===== src/rtl/row_copy_sched_if.sv =====
// Handshake and array-view bundle for row_copy_sched: host loader, two copy requesters, and XOUT.
interface row_copy_sched_if #(
  parameter int NROWS = 2,
  parameter int NCOLS = 2,
  parameter int WIDTH = 16,
  parameter int RW    = (NROWS > 1) ? $clog2(NROWS) : 1,
  parameter int CW    = (NCOLS > 1) ? $clog2(NCOLS) : 1
);
  logic                    ld_valid;
  logic [RW-1:0]           ld_row;
  logic [CW-1:0]           ld_col;
  logic signed [WIDTH-1:0] ld_data;
  logic                    ld_ready;

  logic [1:0]              req_valid;
  logic [RW-1:0]           req_src [2];
  logic [RW-1:0]           req_dst [2];
  logic [1:0]              req_ready;
  logic [1:0]              done;
  logic                    busy;

  logic signed [WIDTH-1:0] xout [NROWS][NCOLS];

  modport master (
    output ld_valid, ld_row, ld_col, ld_data,
    output req_valid, req_src, req_dst,
    input  ld_ready, req_ready, done, busy, xout
  );

  modport slave (
    input  ld_valid, ld_row, ld_col, ld_data,
    input  req_valid, req_src, req_dst,
    output ld_ready, req_ready, done, busy, xout
  );
endinterface


===== src/rtl/row_copy_sched.sv =====
// Row-copy sequencer/arbiter over a ROWS x COLS signed register array with a shared element write port.
// Define ROW_COPY_SCHED_FIXED_PRIO_EN to make requester 0 win every tie instead of round-robin.
module row_copy_sched #(
  parameter int NROWS = 2,
  parameter int NCOLS = 2,
  parameter int WIDTH = 16,
  parameter int RW    = (NROWS > 1) ? $clog2(NROWS) : 1,
  parameter int CW    = (NCOLS > 1) ? $clog2(NCOLS) : 1
) (
  input  logic             i_clk,
  input  logic             i_rst_n,
  row_copy_sched_if.slave  bus
);

  typedef enum logic [1:0] {
    S_IDLE = 2'd0,
    S_COPY = 2'd1,
    S_FIN  = 2'd2
  } state_t;

  state_t                  r_state;
  state_t                  w_state_nxt;
  logic [RW-1:0]           r_src;
  logic [RW-1:0]           r_dst;
  logic                    r_owner;
  logic [CW-1:0]           r_col;
  logic signed [WIDTH-1:0] r_mem [NROWS][NCOLS];

  logic                    w_win;
  logic [1:0]              w_grant;
  logic                    w_accept;
  logic                    w_ld_fire;
  logic                    w_ld_ready;
  logic [1:0]              w_done;
  logic                    w_busy;
  logic                    w_last_col;
  logic                    w_src_ok;
  logic                    w_dst_ok;
  logic                    w_copy_we;
  logic signed [WIDTH-1:0] w_src_val;

  // w_win names the requester that takes the port if a request is accepted this cycle.
`ifdef ROW_COPY_SCHED_FIXED_PRIO_EN
  always_comb begin
    w_win = ~bus.req_valid[0];
  end
`else
  logic r_last;

  always_comb begin
    if (&bus.req_valid) begin
      w_win = ~r_last;
    end else begin
      w_win = bus.req_valid[1];
    end
  end

  // Reset value 1 makes requester 0 the favoured side of the first tie.
  always_ff @(posedge i_clk or negedge i_rst_n) begin
    if (!i_rst_n) begin
      r_last <= 1'b1;
    end else if (w_accept) begin
      r_last <= w_win;
    end
  end
`endif

  assign w_last_col = (r_col == CW'(NCOLS - 1));

  always_comb begin
    w_state_nxt = r_state;
    w_grant     = '0;
    w_ld_fire   = 1'b0;
    w_ld_ready  = 1'b0;
    w_done      = '0;
    w_busy      = 1'b0;
    case (r_state)
      S_IDLE: begin
        w_ld_ready = 1'b1;
        if (bus.ld_valid) begin
          w_ld_fire = 1'b1;
        end else if (|bus.req_valid) begin
          w_grant     = w_win ? 2'b10 : 2'b01;
          w_state_nxt = S_COPY;
        end
      end
      S_COPY: begin
        w_busy = 1'b1;
        if (w_last_col) begin
          w_state_nxt = S_FIN;
        end
      end
      S_FIN: begin
        w_busy      = 1'b1;
        w_done      = r_owner ? 2'b10 : 2'b01;
        w_state_nxt = S_IDLE;
      end
      default: begin
        w_state_nxt = S_IDLE;
      end
    endcase
  end

  assign w_accept = |w_grant;

  always_ff @(posedge i_clk or negedge i_rst_n) begin
    if (!i_rst_n) begin
      r_state <= S_IDLE;
      r_src   <= '0;
      r_dst   <= '0;
      r_owner <= 1'b0;
      r_col   <= '0;
    end else begin
      r_state <= w_state_nxt;
      if (w_accept) begin
        r_src   <= bus.req_src[w_win];
        r_dst   <= bus.req_dst[w_win];
        r_owner <= w_win;
        r_col   <= '0;
      end else if (r_state == S_COPY) begin
        r_col <= r_col + 1'b1;
      end
    end
  end

  // Row range checks fall out of the row scan: an index with no matching row never enables a write.
  always_comb begin
    w_src_val = '0;
    w_src_ok  = 1'b0;
    w_dst_ok  = 1'b0;
    for (int unsigned r = 0; r < NROWS; r++) begin
      if (r_src == RW'(r)) begin
        w_src_ok = 1'b1;
        for (int unsigned c = 0; c < NCOLS; c++) begin
          if (r_col == CW'(c)) begin
            w_src_val = r_mem[r][c];
          end
        end
      end
      if (r_dst == RW'(r)) begin
        w_dst_ok = 1'b1;
      end
    end
  end

  assign w_copy_we = (r_state == S_COPY) && w_src_ok && w_dst_ok;

  always_ff @(posedge i_clk or negedge i_rst_n) begin
    if (!i_rst_n) begin
      for (int unsigned r = 0; r < NROWS; r++) begin
        for (int unsigned c = 0; c < NCOLS; c++) begin
          r_mem[r][c] <= '0;
        end
      end
    end else begin
      for (int unsigned r = 0; r < NROWS; r++) begin
        for (int unsigned c = 0; c < NCOLS; c++) begin
          if (w_ld_fire && bus.ld_row == RW'(r) && bus.ld_col == CW'(c)) begin
            r_mem[r][c] <= bus.ld_data;
          end else if (w_copy_we && r_dst == RW'(r) && r_col == CW'(c)) begin
            r_mem[r][c] <= w_src_val;
          end
        end
      end
    end
  end

  assign bus.ld_ready  = w_ld_ready;
  assign bus.req_ready = w_grant;
  assign bus.done      = w_done;
  assign bus.busy      = w_busy;
  assign bus.xout      = r_mem;

endmodule


===== src/flat_wrapper.sv =====
// flat-port wrapper written by rule: the top's interface ports become plain ports
module row_copy_sched_flat 
#(
  parameter int NROWS = 2,
  parameter int NCOLS = 2,
  parameter int WIDTH = 16,
  parameter int RW    = (NROWS > 1) ? $clog2(NROWS) : 1,
  parameter int CW    = (NCOLS > 1) ? $clog2(NCOLS) : 1
)
  (i_clk, i_rst_n, bus_ld_valid, bus_ld_row, bus_ld_col, bus_ld_data, bus_req_valid, bus_req_src, bus_req_dst, bus_ld_ready, bus_req_ready, bus_done, bus_busy, bus_xout);
  row_copy_sched_if #(.NROWS(NROWS), .NCOLS(NCOLS), .WIDTH(WIDTH), .RW(RW), .CW(CW)) bus_i ();
  input  logic i_clk;
  input  logic i_rst_n;
  input wire logic [$bits(bus_i.ld_valid)-1:0] bus_ld_valid;
  input wire logic [$bits(bus_i.ld_row)-1:0] bus_ld_row;
  input wire logic [$bits(bus_i.ld_col)-1:0] bus_ld_col;
  input wire logic [$bits(bus_i.ld_data)-1:0] bus_ld_data;
  input wire logic [$bits(bus_i.req_valid)-1:0] bus_req_valid;
  input wire logic [$bits(bus_i.req_src)-1:0] bus_req_src;
  input wire logic [$bits(bus_i.req_dst)-1:0] bus_req_dst;
  output wire logic [$bits(bus_i.ld_ready)-1:0] bus_ld_ready;
  output wire logic [$bits(bus_i.req_ready)-1:0] bus_req_ready;
  output wire logic [$bits(bus_i.done)-1:0] bus_done;
  output wire logic [$bits(bus_i.busy)-1:0] bus_busy;
  output wire logic [$bits(bus_i.xout)-1:0] bus_xout;
  assign bus_i.ld_valid = bus_ld_valid;
  assign bus_i.ld_row = bus_ld_row;
  assign bus_i.ld_col = bus_ld_col;
  assign bus_i.ld_data = bus_ld_data;
  assign bus_i.req_valid = bus_req_valid;
  assign bus_i.req_src = {>>{bus_req_src}};
  assign bus_i.req_dst = {>>{bus_req_dst}};
  assign bus_ld_ready = bus_i.ld_ready;
  assign bus_req_ready = bus_i.req_ready;
  assign bus_done = bus_i.done;
  assign bus_busy = bus_i.busy;
  assign bus_xout = {>>{bus_i.xout}};
  row_copy_sched #(.NROWS(NROWS), .NCOLS(NCOLS), .WIDTH(WIDTH), .RW(RW), .CW(CW)) u_core (.i_clk(i_clk), .i_rst_n(i_rst_n), .bus(bus_i));
endmodule

===== config.mk =====
export PLATFORM = sky130hd
export DESIGN_NAME = row_copy_sched_flat
export DESIGN_NICKNAME = d
export VERILOG_FILES = /design/src/rtl/row_copy_sched_if.sv /design/src/rtl/row_copy_sched.sv /design/src/flat_wrapper.sv
export SDC_FILE = /design/constraint.sdc
export NUM_CORES = 1
export LEC_CHECK = 0
export CORE_AREA = 4 4 71 138
export DETAILED_ROUTE_END_ITERATION = 8
export DIE_AREA = 0 0 75 142
export PLACE_DENSITY = 0.72
export SYNTH_ARGS = -nofsm -noshare
export SYNTH_HDL_FRONTEND = slang
export SYNTH_SLANG_ARGS = --single-unit

===== constraint.sdc =====
create_clock -name i_clk -period 1.9 [get_ports i_clk]
set_input_delay 0.285 -clock i_clk [delete_from_list [all_inputs] [get_ports i_clk]]
set_output_delay 0.285 -clock i_clk [all_outputs]
set_load 0.05 [all_outputs]

# [Yosys cells after proc, flatten, opt, wreduce, memory -nomap -nowiden]
# Index checks and enable logic that the tools add are counted.
[word_totals] output_inout_bits=70 in_bits=27 regBits=71 elab_cells=80
[classes] n_eq_ne=5 magnitude_cmp=1 n_reduce_logical=23 bitwise=6 add_sub_neg=1 n_mux=34
[op_table] operator="16-bit 2-to-1 mux" count=11
[op_table] operator="2-bit 2-to-1 mux" count=9
[op_table] operator="1-bit 2-to-1 mux" count=13
[op_table] operator="1-bit logical AND" count=12
[op_table] operator="2-bit nonzero test" count=5
[op_table] operator="2-bit OR reduction" count=3
[op_table] operator="1-bit NOT" count=5
[op_table] operator="2-bit by 1-bit inequality test with 1-bit output, second input constant" count=2
[op_table] operator="2-bit case mux with 2 select lines" count=1
[op_table] operator="3-bit AND reduction" count=1
[op_table] operator="2-bit by 1-bit equality test with 1-bit output, second input constant" count=1
[op_table] operator="2-bit equality test, second input constant" count=1
[op_table] operator="2-bit >= comparator, second input constant" count=1
[op_table] operator="2-bit zero test" count=1
[op_table] operator="2-bit inequality test, second input constant" count=1
[op_table] operator="1-bit NOT with 2-bit output" count=1
[op_table] operator="2-bit AND reduction" count=1
[op_table] operator="1-bit adder, second input constant" count=1

# [Longest topological paths before layout]
# Gate-level depths: netlist of run 1.
[logic_depth] word_depth=8 ltp_mapped=7 ltp_nobuf=5

# [Least setup slack after synthesis of run 1]
# No wires, ideal clock.
[synth_path] path_type="register -> output" startpoint="reg u_core.r_state[0]" endpoint="out bus_req_ready[0]" required_ns=1.615 slack_ns=-0.464 arrival_ns=2.079 path_stages_with_launch=6 n_path_buf=0 cell_sequence="dfrtp_1 > inv_1 > ha_1 > and2b_1 > o21ai_1 > nor2_1"
[synth_via] elab_chain_cells=2
[synth_rtl] item="start, declared" line="row_copy_sched.sv:21" rtl="state_t r_state;"
[synth_rtl] item="start signal, assigned" line="row_copy_sched.sv:114" rtl="r_state <= w_state_nxt;"
[synth_rtl] item="2-bit zero test" line="row_copy_sched.sv:77" rtl="case (r_state)"
[synth_rtl] item="2-bit 2-to-1 mux" line="row_copy_sched.sv:77"
[synth_rtl] item="end, declared" line="flat_wrapper.sv:22" rtl="output wire logic [$bits(bus_i.req_ready)-1:0] bus_req_ready;"
# Every way passes these cells.

# [Worst setup path in the final report of run 1]
# Ends and elaborated chain as after synthesis.

==> results of run 1 <==
## worst register-to-register path, cell delays in order (launching register included)
cell and delay (ns):
dfrtp_1 0.40, inv_2 0.10, ha_1 0.25, and4bb_1 0.25, buf_4 0.23, mux2i_1 0.23
a21oi_1 0.09
## layer usage
layer | track usage, % | wire length [µm] | up-vias
met3 | 5.30 | 610 | 22
met5 | 0 | 0 | -
li1 | - | - | 1326
met1 | 19.2 | 3190 | 1303
met4 | 11.5 | 476 | 0
met2 | 30.7 | 4790 | 93
## sequential cells by signal (all words and copies together) (netlist names)
register and flops:
u_core.r_col 1, u_core.r_last 1, u_core.r_dst 1, u_core.r_src 1
u_core.bus.xout 64, u_core.r_state 2, u_core.r_owner 1
## cells by family (layout without fill, tap and decap cells)
family / after synthesis / count (layout) / share of synthesized area, %
AO/OA/AOI/OAI: 73 / 73 / 11.1
adder cells (fa/ha/maj): 4 / 4 / 1.46
buffers and inverters: 22 / 132 / 4.39
flip-flops: 71 / 71 / 52.0
multiplexers: 69 / 69 / 20.4
AND/OR/NAND/NOR: 79 / 79 / 10.7
## where the power goes
group / internal, mW / switching, mW
logic: 2.15 / 3.65
registers: 2.25 / 0.601
clock network: 1.04 / 0.582
## cell type report
type	instances	area [µm²]	area share, %
clock buffers	12	246	5.01
clock inverters	4	45.0	0.916
inverters	2	7.51	0.153
multi-input cells	225	1530	31.2
flip-flops and latches	71	1780	36.2
well taps	100	125	2.55
repair buffers	114	1180	24.0
## worst max path at each step
stage | start | end | cells past startpoint
finish | u_core.r_state[0]$_DFFE_PN0P_ | bus_req_ready[0] | 6
global route | bus_req_valid[1] | bus_req_ready[0] | 5
CTS | u_core.r_state[1]$_DFFE_PN0P_ | bus_req_ready[0] | 6
detailed placement | bus_req_valid[1] | u_core.r_src$_DFFE_PN0P_ | 4
global placement | bus_req_valid[1] | u_core.r_src$_DFFE_PN0P_ | 4
floorplan | u_core.r_state[0]$_DFFE_PN0P_ | bus_req_ready[0] | 5
## metrics by stage
step                area, µm²  power, mW  TNS, ns
floorplan                3430       6.58        0
CTS                      4890       10.3        0
finish                   4920       10.3        0
detailed placement       4580       8.66  -0.0511
global route             4920       10.8        0
global placement         4580       8.55        0
## cell usage in the layout (no fill, tap or decap), types with 2 or more instances in the layout
cell type        Yosys  final
o21ai_1             11     10
nor2_1              49     48
a21oi_1             50     50
and4bb_1             2      2
nand4b_1             4      4
buf_4                2     22
buf_12               1     10
inv_2                0      2
clkbuf_16            0      9
clkdlybuf4s50_1      0     80
mux2_2               5      5
clkinv_2             0      3
ha_1                 4      3
nand2_1             16     16
o21ai_0              6      6
and2b_2              2      3
mux2i_1             64     64
clkbuf_1            10      2
dfrtp_1             70     70
## what timing repair did
item,4_1_cts,5_1_grt
cloned,0,0
hold endpoints to repair,22,0
endpoints found under the setup margin,1,2
setup buffers,0,1
gates resized for setup,3,5
hold buffers,1,0
==> impl_metrics.tcl, run 1 <==
set metrics [dict create \
    drt_iter0_markers 120 \
    dpl.hpwl_um 6590 \
    gp_congestion 0.789 \
    cp_top_family "flip-flops" \
    reg2reg_to "u_core.bus.xout[20]$_DFFE_PN0P_" \
    avgRoutedWirePerCell_um 17.2 \
    hold_viol 0 \
    antenna_cells 0 \
    drive_above_1_share_pct 15.0 \
    first_global_vias 2831 \
    num_rows 48 \
    drc 0 \
    dieArea_um2 10700 \
    min_path_type "in2async" \
    syn_area_um2 3420 \
    p_leak_nw 2.18 \
    dr.pass1.iters 4 \
    postLayoutCoreUtil_pct 56.5 \
    ff2ff_path_depth 6 \
    crit_type "reg2out" \
    synth_nets 349 \
    regToRegSetupSlack_ns 0.21 \
    critical_path_buf_inv_count 2 \
    synthToLayoutAreaGrowth_pct 43.7 \
    pre_cts_ws_ns -0.0294 \
    synthFlopType "dfrtp_1" \
    ys_seq_area_share_pct 52.0 \
    crit_chain "inv_2 > ha_4 > and2b_2 > o21ai_4 > nor2_4 > buf_12" \
    yosysWarnings 0 \
    root_buffer "clkbuf_16" \
    arrival_ns 1.54 \
    io_buffers 96 \
    cp-end-kind "output port" \
    critPathRequiredTime_ns 1.62 \
    fmax_mhz 548 \
    instances_no_fill 528 \
    grt_antenna_before_repair 0 \
    slowest_delay_ns 0.42 \
    synth_largest_area_cell "dfrtp_1" \
    finClkSkew_ns 0.00208 \
    slew_viol_final 0 \
    grt_overflow 0 \
    synth.avg_cell_area_um2 10.8 \
    fin_nets 454 \
    syn_inst 318 \
    clkSinkCount 71 \
    clk_latency_ns 0.32 \
    r2r-start "u_core.r_state[1]$_DFFE_PN0P_" \
    worstMarginPinSlew_ns 0.625 \
    die_x_um 75 \
    start_kind "flop" \
    post-place-cells 510 \
    post-route-min-period_ns 1.82 \
    cap_violations 0 \
    ctsHtreeMaxLevel 3 \
    synth_common_cells "dfrtp_1 (70), mux2i_1 (64), a21oi_1 (50), nor2_1 (49), nand2_1 (16)" \
    setup_viol 0 \
    fp.dieH_um 142 \
    ios 97 \
    hold_ws_ns 0.508 \
    initial_core_util_pct 39.3 \
    path_clk_slew_ns 0.05 \
    path_max_fanout 4 \
    grt_pass1_wl_um 14400 \
    tritoncts "yes" \
    yosys.area.top_type_share_pct 51.2 \
    core_area_um2 8710 \
    final.period_utilization_pct 96.0 \
    synth_edf_count 0 \
    rsz0062_at_grt "false" \
    synth.area.top_cells "dfrtp_1 (51%), mux2i_1 (19%), a21oi_1 (7.3%)" \
    synthArstFlopShare_pct 100 \
    antenna_left 0 \
    grt_start_max_net_pins 33 \
    tritoncts.num_buffers 9 \
    cts_max_path_buffers 2 \
    track_usage_pct 18.2 \
    worst_slack_ns 0.0767 \
    dr_total_vias 2744 \
    synth_most_common_cell "dfrtp_1" \
    nFillCells 746 \
    ir_drop_mv 1.48 \
    ys_types 32 \
    via_per_inst 5.20 \
    ys_ff_latch 71 \
    outcome "finished clean" \
    slew_headroom_pct 58.3 \
    pwr_density_cell_nw_per_um2 2090 \
    slowest_stage "dfrtp_1" \
    drt_wl_total_um 9060 \
]
Power figures use the tool's default switching activity.
==> run 2: changes to the inputs <==
--- a/config.mk
+++ b/config.mk
@@ -9,6 +9,7 @@
 export DETAILED_ROUTE_END_ITERATION = 8
 export DIE_AREA = 0 0 75 142
 export PLACE_DENSITY = 0.72
+export SLEW_MARGIN = 20
 export SYNTH_ARGS = -nofsm -noshare
 export SYNTH_HDL_FRONTEND = slang
 export SYNTH_SLANG_ARGS = --single-unit
==> results of run 2 <==
Final layout, timing and power as in run 1 (identical DEF).
==> run 3: changes to the inputs <==
--- a/config.mk
+++ b/config.mk
@@ -9,7 +9,7 @@
 export DETAILED_ROUTE_END_ITERATION = 8
 export DIE_AREA = 0 0 75 142
 export PLACE_DENSITY = 0.72
-export SLEW_MARGIN = 20
+export SLEW_MARGIN = 5
 export SYNTH_ARGS = -nofsm -noshare
 export SYNTH_HDL_FRONTEND = slang
 export SYNTH_SLANG_ARGS = --single-unit
==> results of run 3 <==
Final layout, timing and power as in run 1 (identical DEF).
==> RTL change 1 (settings of run 3) <==
The option `ROW_COPY_SCHED_FIXED_PRIO_EN` is turned on by a define.
--- a/src/rtl/row_copy_sched.sv
+++ b/src/rtl/row_copy_sched.sv
@@ -1,5 +1,7 @@
 // Row-copy sequencer/arbiter over a ROWS x COLS signed register array with a shared element write port.
 // Define ROW_COPY_SCHED_FIXED_PRIO_EN to make requester 0 win every tie instead of round-robin.
+`define ROW_COPY_SCHED_FIXED_PRIO_EN
+
 module row_copy_sched #(
   parameter int NROWS = 2,
   parameter int NCOLS = 2,
Formal check against the unedited RTL: not equivalent (a bounded check fails within 10 cycles, from zero or initial values and one cycle with i_rst_n low).
==> RTL change 1 against run 3 <==
- worst setup slack got worse by 6.7 ps
- largest cell class unchanged
- cell area fell by 2.4%
- synthesized area fell by 1.0%
- worst hold slack got worse by 18 ps
- power fell by 2.6%
- register-to-register slack got worse by 50 ps
- sequential cell count fell by 1
- routed wire length fell by 0.28%
==> RTL change 1: results (changes against run 3) <==
Status: completed (unchanged)
Crit path largest cell delay: 400 ps (was 420 ps)
DP HPWL: 6.507 mm (was 6.593 mm)
Clock slew at reported path FFs: 50 ps (about the same)
CTS Buf Count: 9 (unchanged)
Vias in the first global route: 2790 (was 2831)
DRT iter0 DRCs: 151 (was 120)
P_int: 5.286 mW (was 5.446 mW)
Synth Net Count: 347 (was 349)
Largest fanout on the critical path: 9 (was 4)
# nets final: 447 (was 454)
Setup Slack @ Placement: 85.53 ps (was -29.42 ps)
Worst vdd ir: 1.587 mV (was 1.477 mV)
Pre-Repair DR Iteration Count: 4 (unchanged)
First-pass GRT wire length: 14.53 mm (was 14.36 mm)
H-tree levels: 3 (unchanged)
Top cells by area, synth: dfrtp_1 52%, mux2i_1 19%, a21oi_1 7.2%, nor2_1 5.5%, nand2_1 1.8% (was dfrtp_1 51%, mux2i_1 19%, a21oi_1 7.3%, nor2_1 5.4%, nand2_1 1.8%)
Clock Latency Late Sink: 320 ps (about the same)
Leak pwr: 2.127 nW (was 2.177 nW)
Slew @ Worst Pin: 524.5 ps (was 624.9 ps)
Yosys synthesis warning count: 0 (unchanged)
Largest net degree at the start of global routing: 71 (was 33)
Clock buffer depth: 2 (unchanged)
Antenna cell count: 0 (unchanged)
R2R cell count: 6 (unchanged)
Initial antenna violation count: 0 (unchanged)
DR WL/cell: 17.34 um (was 17.16 um)
Asr flop ratio synth: 100.0% (unchanged)
Sequential area share after synthesis: 51.72% (was 51.96%)
Max reg flops: 64 (unchanged)
Worst reg2reg endpoint: u_core.bus.xout[52] (was u_core.bus.xout[20])
RD Place Congestion: 0.7837 (was 0.7890)
Synth cell types: 29 (was 32)
Flop-to-flop setup slack: 160 ps (was 210 ps)
CTS Root Cell: clkbuf_16 (unchanged)
Kind of cell adding the most delay to the critical path: flip-flops (unchanged)
Clock Skew: 3.169 ps (was 2.082 ps)
# port buffers: 96 (unchanged)
Share of layout cells above drive strength 1: 14.25% (was 14.95%)
Origin of the critical flop-to-flop path: u_core.r_state[1] (unchanged)
DR vias: 2721 (was 2744)
Top FF cell, synth: dfrtp_1 (unchanged)
Gr usage total: 18.12% (was 18.24%)
Final WS setup: 69.99 ps (was 76.72 ps)
Synth top cells by count: 70 x dfrtp_1, 64 x mux2i_1, 50 x nor2_1 (was 70 x dfrtp_1, 64 x mux2i_1, 50 x a21oi_1)
Worst hold path type: input port to async pin (unchanged)
## RTL change 1: area by class of cell
class	count	area [um^2]
sequential	70	1752
clock buffer	16	281.5
inverter	3	11.26
timing repair buffer	110	1126
tap	100	125.1
multi-input combinational	222	1504
fill	780	3909
## RTL change 1: power groups by stage
stage | registers [mW] | logic (mW) | clock network (mW)
after detailed placement | 2.82 | 5.68 | 0
after global placement | 2.77 | 5.60 | 0
after global routing | 2.91 | 5.97 | 1.68
after CTS | 2.79 | 5.69 | 1.60
final | 2.79 | 5.66 | 1.56
after floorplan | 4.93 | 1.62 | 0
## RTL change 1: metal layers
layer | wire length [um] | share of wire (%) | global-route usage (%)
met1 | 3187 | 35 | 20.28
met2 | 5025 | 56 | 30.73
met3 | 381 | 4.2 | 3.607
met4 | 440 | 4.9 | 10.60
met5 | 0 | 0 | 0
## RTL change 1: worst max path at each step
stage	startpoint	to	slack, ps
final	u_core.r_state[1]	bus_req_ready[1]	70
after global routing	u_core.r_state[1]	bus_req_ready[1]	-10
after CTS	u_core.r_state[0]	bus_req_ready[1]	10
after detailed placement	bus_req_valid[0]	u_core.r_dst	90
after global placement	bus_req_valid[0]	u_core.r_dst	110
after floorplan	u_core.r_state[0]	bus_req_ready[1]	40
## RTL change 1: what timing repair did
item / 4_1_cts / 5_1_grt
buffers inserted: 0 / 3
hold buffers: 1 / 0
resized for setup: 0 / 1
hold endpoints to repair: 23 / 0
setup endpoints to repair: 0 / 1
## RTL change 1: tightest hold or removal path, stage by stage
cell	delay, ps
dlygate4sd3_1	520
buf_2	120
buf_12	300
## RTL change 1: logic make-up after synthesis
kind of cell | after synthesis | synth area share (%)
AND/OR/NAND/NOR | 80 | 10.97
flip-flops | 70 | 51.72
adder cells (fa/ha/maj) | 4 | 1.478
buffers and inverters | 24 | 4.691
AO/OA/AOI/OAI | 68 | 10.31
XOR/XNOR | 1 | 0.2586
multiplexers | 69 | 20.58
## RTL change 1: through the flow
stage	hold WS [ps]	instances	cell area, um^2	power, mW
2_1_floorplan	-10.59	316	3415	6.546
3_3_place_gp	329.3	501	4486	8.367
3_5_place_dp	336.4	501	4486	8.495
4_1_cts	531.9	518	4777	10.08
5_1_grt	551.0	521	4800	10.55
6_report	490.2	521	4800	10.01
==> RTL change 2 (flow settings as in run 3) <==
Made on the original files. Re-encode `state_t` (3 states) as one-hot, 3 bits wide.
--- a/src/rtl/row_copy_sched.sv
+++ b/src/rtl/row_copy_sched.sv
@@ -12,10 +12,10 @@
   row_copy_sched_if.slave  bus
 );
 
-  typedef enum logic [1:0] {
-    S_IDLE = 2'd0,
-    S_COPY = 2'd1,
-    S_FIN  = 2'd2
+  typedef enum logic [2:0] {
+    S_IDLE = 3'b001,
+    S_COPY = 3'b010,
+    S_FIN  = 3'b100
   } state_t;
 
   state_t                  r_state;
Function: same outputs for any inputs over 4 cycles, from zero or initial values and one cycle with i_rst_n low; so few cycles prove little.
==> RTL change 2 against run 3 <==
- sequential cell count grew 1
- via count grew 44%
- routed wire length rose by 38%
- final cell count rose by 15%
- worst setup slack worse by 62 ps
- synthesized area grew 6.9%
- cell area grew 6.0%
- clock power up 8%
- worst hold slack got worse by 15 ps
- power increased by 5.6%
- largest cell class unchanged
==> RTL change 2: results (changes against run 3) <==
Pins Over Slew Limit: 0 (unchanged)
Largest fanout on the critical path: 3 (was 4)
Antenna cell count: 0 (unchanged)
Worst vdd ir: 0.9562 mV (was 1.477 mV)
Largest net degree at the start of global routing: 73 (was 33)
Syn_area_per_cell: 8.776 um^2 (was 10.76 um^2)
Max Used Layer: met4 (unchanged)
Kind of cell adding the most delay to the critical path: buffers and inverters (was flip-flops)
Clock slew at reported path FFs: 60 ps
Slew Limit Headroom: 66.31% (was 58.34%)
Sequential area share after synthesis: 49.30% (was 51.96%)
Leak pwr: 1.830 nW (was 2.177 nW)
Top cells by area, synth: dfrtp_1 48%, a31oi_1 11%, nor3_1 8.9%, nand3_1 8.8%, o21ai_0 4.9% (was dfrtp_1 51%, mux2i_1 19%, a21oi_1 7.3%, nor2_1 5.4%, nand2_1 1.8%)
Yosys synthesis warning count: 0 (unchanged)
# nets final: 528 (was 454)
Clock Skew: 8.577 ps (was 2.082 ps)
Pre-Repair DR Iteration Count: 6 (was 4)
Synth Net Count: 444 (was 349)
RD Place Congestion: 0.8292 (was 0.7890)
DR WL/cell: 20.68 um (was 17.16 um)
Met2 WL: 6.391 mm (was 4.787 mm)
Status: completed (unchanged)
Fillers: 732 (was 746)
DR vias: 3939 (was 2744)
WP data arrival: 1600 ps (was 1540 ps)
Clock Latency Late Sink: 340 ps (was 320 ps)
CTS Buf Count: 9 (unchanged)
Synth cell types: 28 (was 32)
DP HPWL: 8.228 mm (was 6.593 mm)
Clock buffer depth: 2 (unchanged)
Initial antenna violation count: 0 (unchanged)
Max reg flops: 64 (unchanged)
Dpl cells: 587 (was 510)
# port buffers: 96 (unchanged)
Setup Slack @ Placement: 36.58 ps (was -29.42 ps)
Share of layout cells above drive strength 1: 13.07% (was 14.95%)
First-pass GRT wire length: 20.13 mm (was 14.36 mm)
Min cycle time layout: 1885 ps (was 1823 ps)
H-tree levels: 3 (unchanged)
Met1 Wirelength: 4.545 mm (was 3.185 mm)
Crit path largest cell delay: 830 ps (was 420 ps)
Final cell count without fillers: 605 (was 528)
Worst hold path type: input port to async pin (unchanged)
Worst path slowest cell: clkdlybuf4s50_1 (was dfrtp_1)
WL met3: 834 um (was 610 um)
CTS Root Cell: clkbuf_16 (unchanged)
Synth top cells by count: 70 x dfrtp_1, 65 x a31oi_1, 65 x nor3_1 (was 70 x dfrtp_1, 64 x mux2i_1, 50 x a21oi_1)
Vias in the first global route: 3976 (was 2831)
Asr flop ratio synth: 100.0% (unchanged)
Gr usage total: 24.58% (was 18.24%)
DRT iter0 DRCs: 427 (was 120)
-- RTL change 2: changes by cell type after synthesis, sizes merged, moves of 14 or more --
cell | run 3 | this run
nand3 | 0 | 64
mux2i | 64 | 0
clkbuf | 11 | 31
nand2 | 16 | 2
a31oi | 1 | 65
nor2 | 49 | 1
a21oi | 50 | 2
nor3 | 0 | 65
o21ai | 17 | 66
-- RTL change 2: repair_timing --
item	in CTS	in global routing
pin swaps	0	1
endpoints found under the setup margin	2	4
gates resized for setup	2	4
hold endpoints to repair	32	0
hold buffers	1	0
setup buffers	1	1
-- RTL change 2: layer usage --
| metal | up-vias | GRT usage (%) |
|---|---|---|
| met5 | - | 0 |
| met4 | 0 | 15.76 |
| met3 | 59 | 4.809 |
| met2 | 226 | 38.55 |
| met1 | 1922 | 30.02 |
| li1 | 1732 | - |
-- RTL change 2: report_power, final --
group	internal (mW)	switching, mW	total (mW)	leakage (nW)
sequential	2.27	0.685	2.95	0.786
clock	1.12	0.638	1.76	0.148
combinational	2.02	4.12	6.15	0.896
total	5.41	5.44	10.9	1.83
-- RTL change 2: layout make-up --
type | instances | area [um^2] | area share, %
Inverter | 1 | 3.754 | 0.07205
Timing Repair Buffer | 123 | 1274 | 24.45
Tap cell | 100 | 125.1 | 2.402
Clock buffer | 13 | 270.3 | 5.187
Multi-Input combinational cell | 294 | 1693 | 32.49
Sequential cell | 72 | 1807 | 34.68
Clock inverter | 2 | 37.54 | 0.7205
-- RTL change 2: worst min-delay path, stage by stage --
cell and delay, ps:
dlygate4sd3_1 520, buf_2 120, buf_12 320
-- RTL change 2: path summary, 6_finish.rpt --
| path | start | end | slack, ps | depth (start not counted) |
|---|---|---|---|---|
| worst max-delay path | u_core.bus.xout[43] | bus_xout[43] | 10 | 1 |
| worst min-delay path | i_rst_n | u_core.bus.xout[18] | 490 | 3 |
| worst max register to register | u_core.r_state[0] | u_core.bus.xout[8] | 150 | 4 |
| worst min register to register | u_core.r_last | u_core.r_last | 530 | 2 |
| max in group asynchronous | i_rst_n | u_core.bus.xout[27] | 1060 | 3 |
| min in group i_clk | u_core.r_last | u_core.r_last | 530 | 2 |
-- RTL change 2: logic make-up after synthesis --
| kind of cell | after synthesis | synth area share, % |
|---|---|---|
| buffers and inverters | 51 | 5.778 |
| and+or+nand+nor | 153 | 22.46 |
| DFF | 72 | 49.30 |
| muxes | 4 | 1.231 |
| AOI/OAI and AO/OA | 137 | 21.23 |
-- RTL change 2: metrics by stage --
step	TNS, ps	instance area, um^2
2_1_floorplan	-61.52	3677
3_3_place_gp	0	4857
3_5_place_dp	0	4857
4_1_cts	0	5192
5_1_grt	-18.26	5210
6_report	0	5210
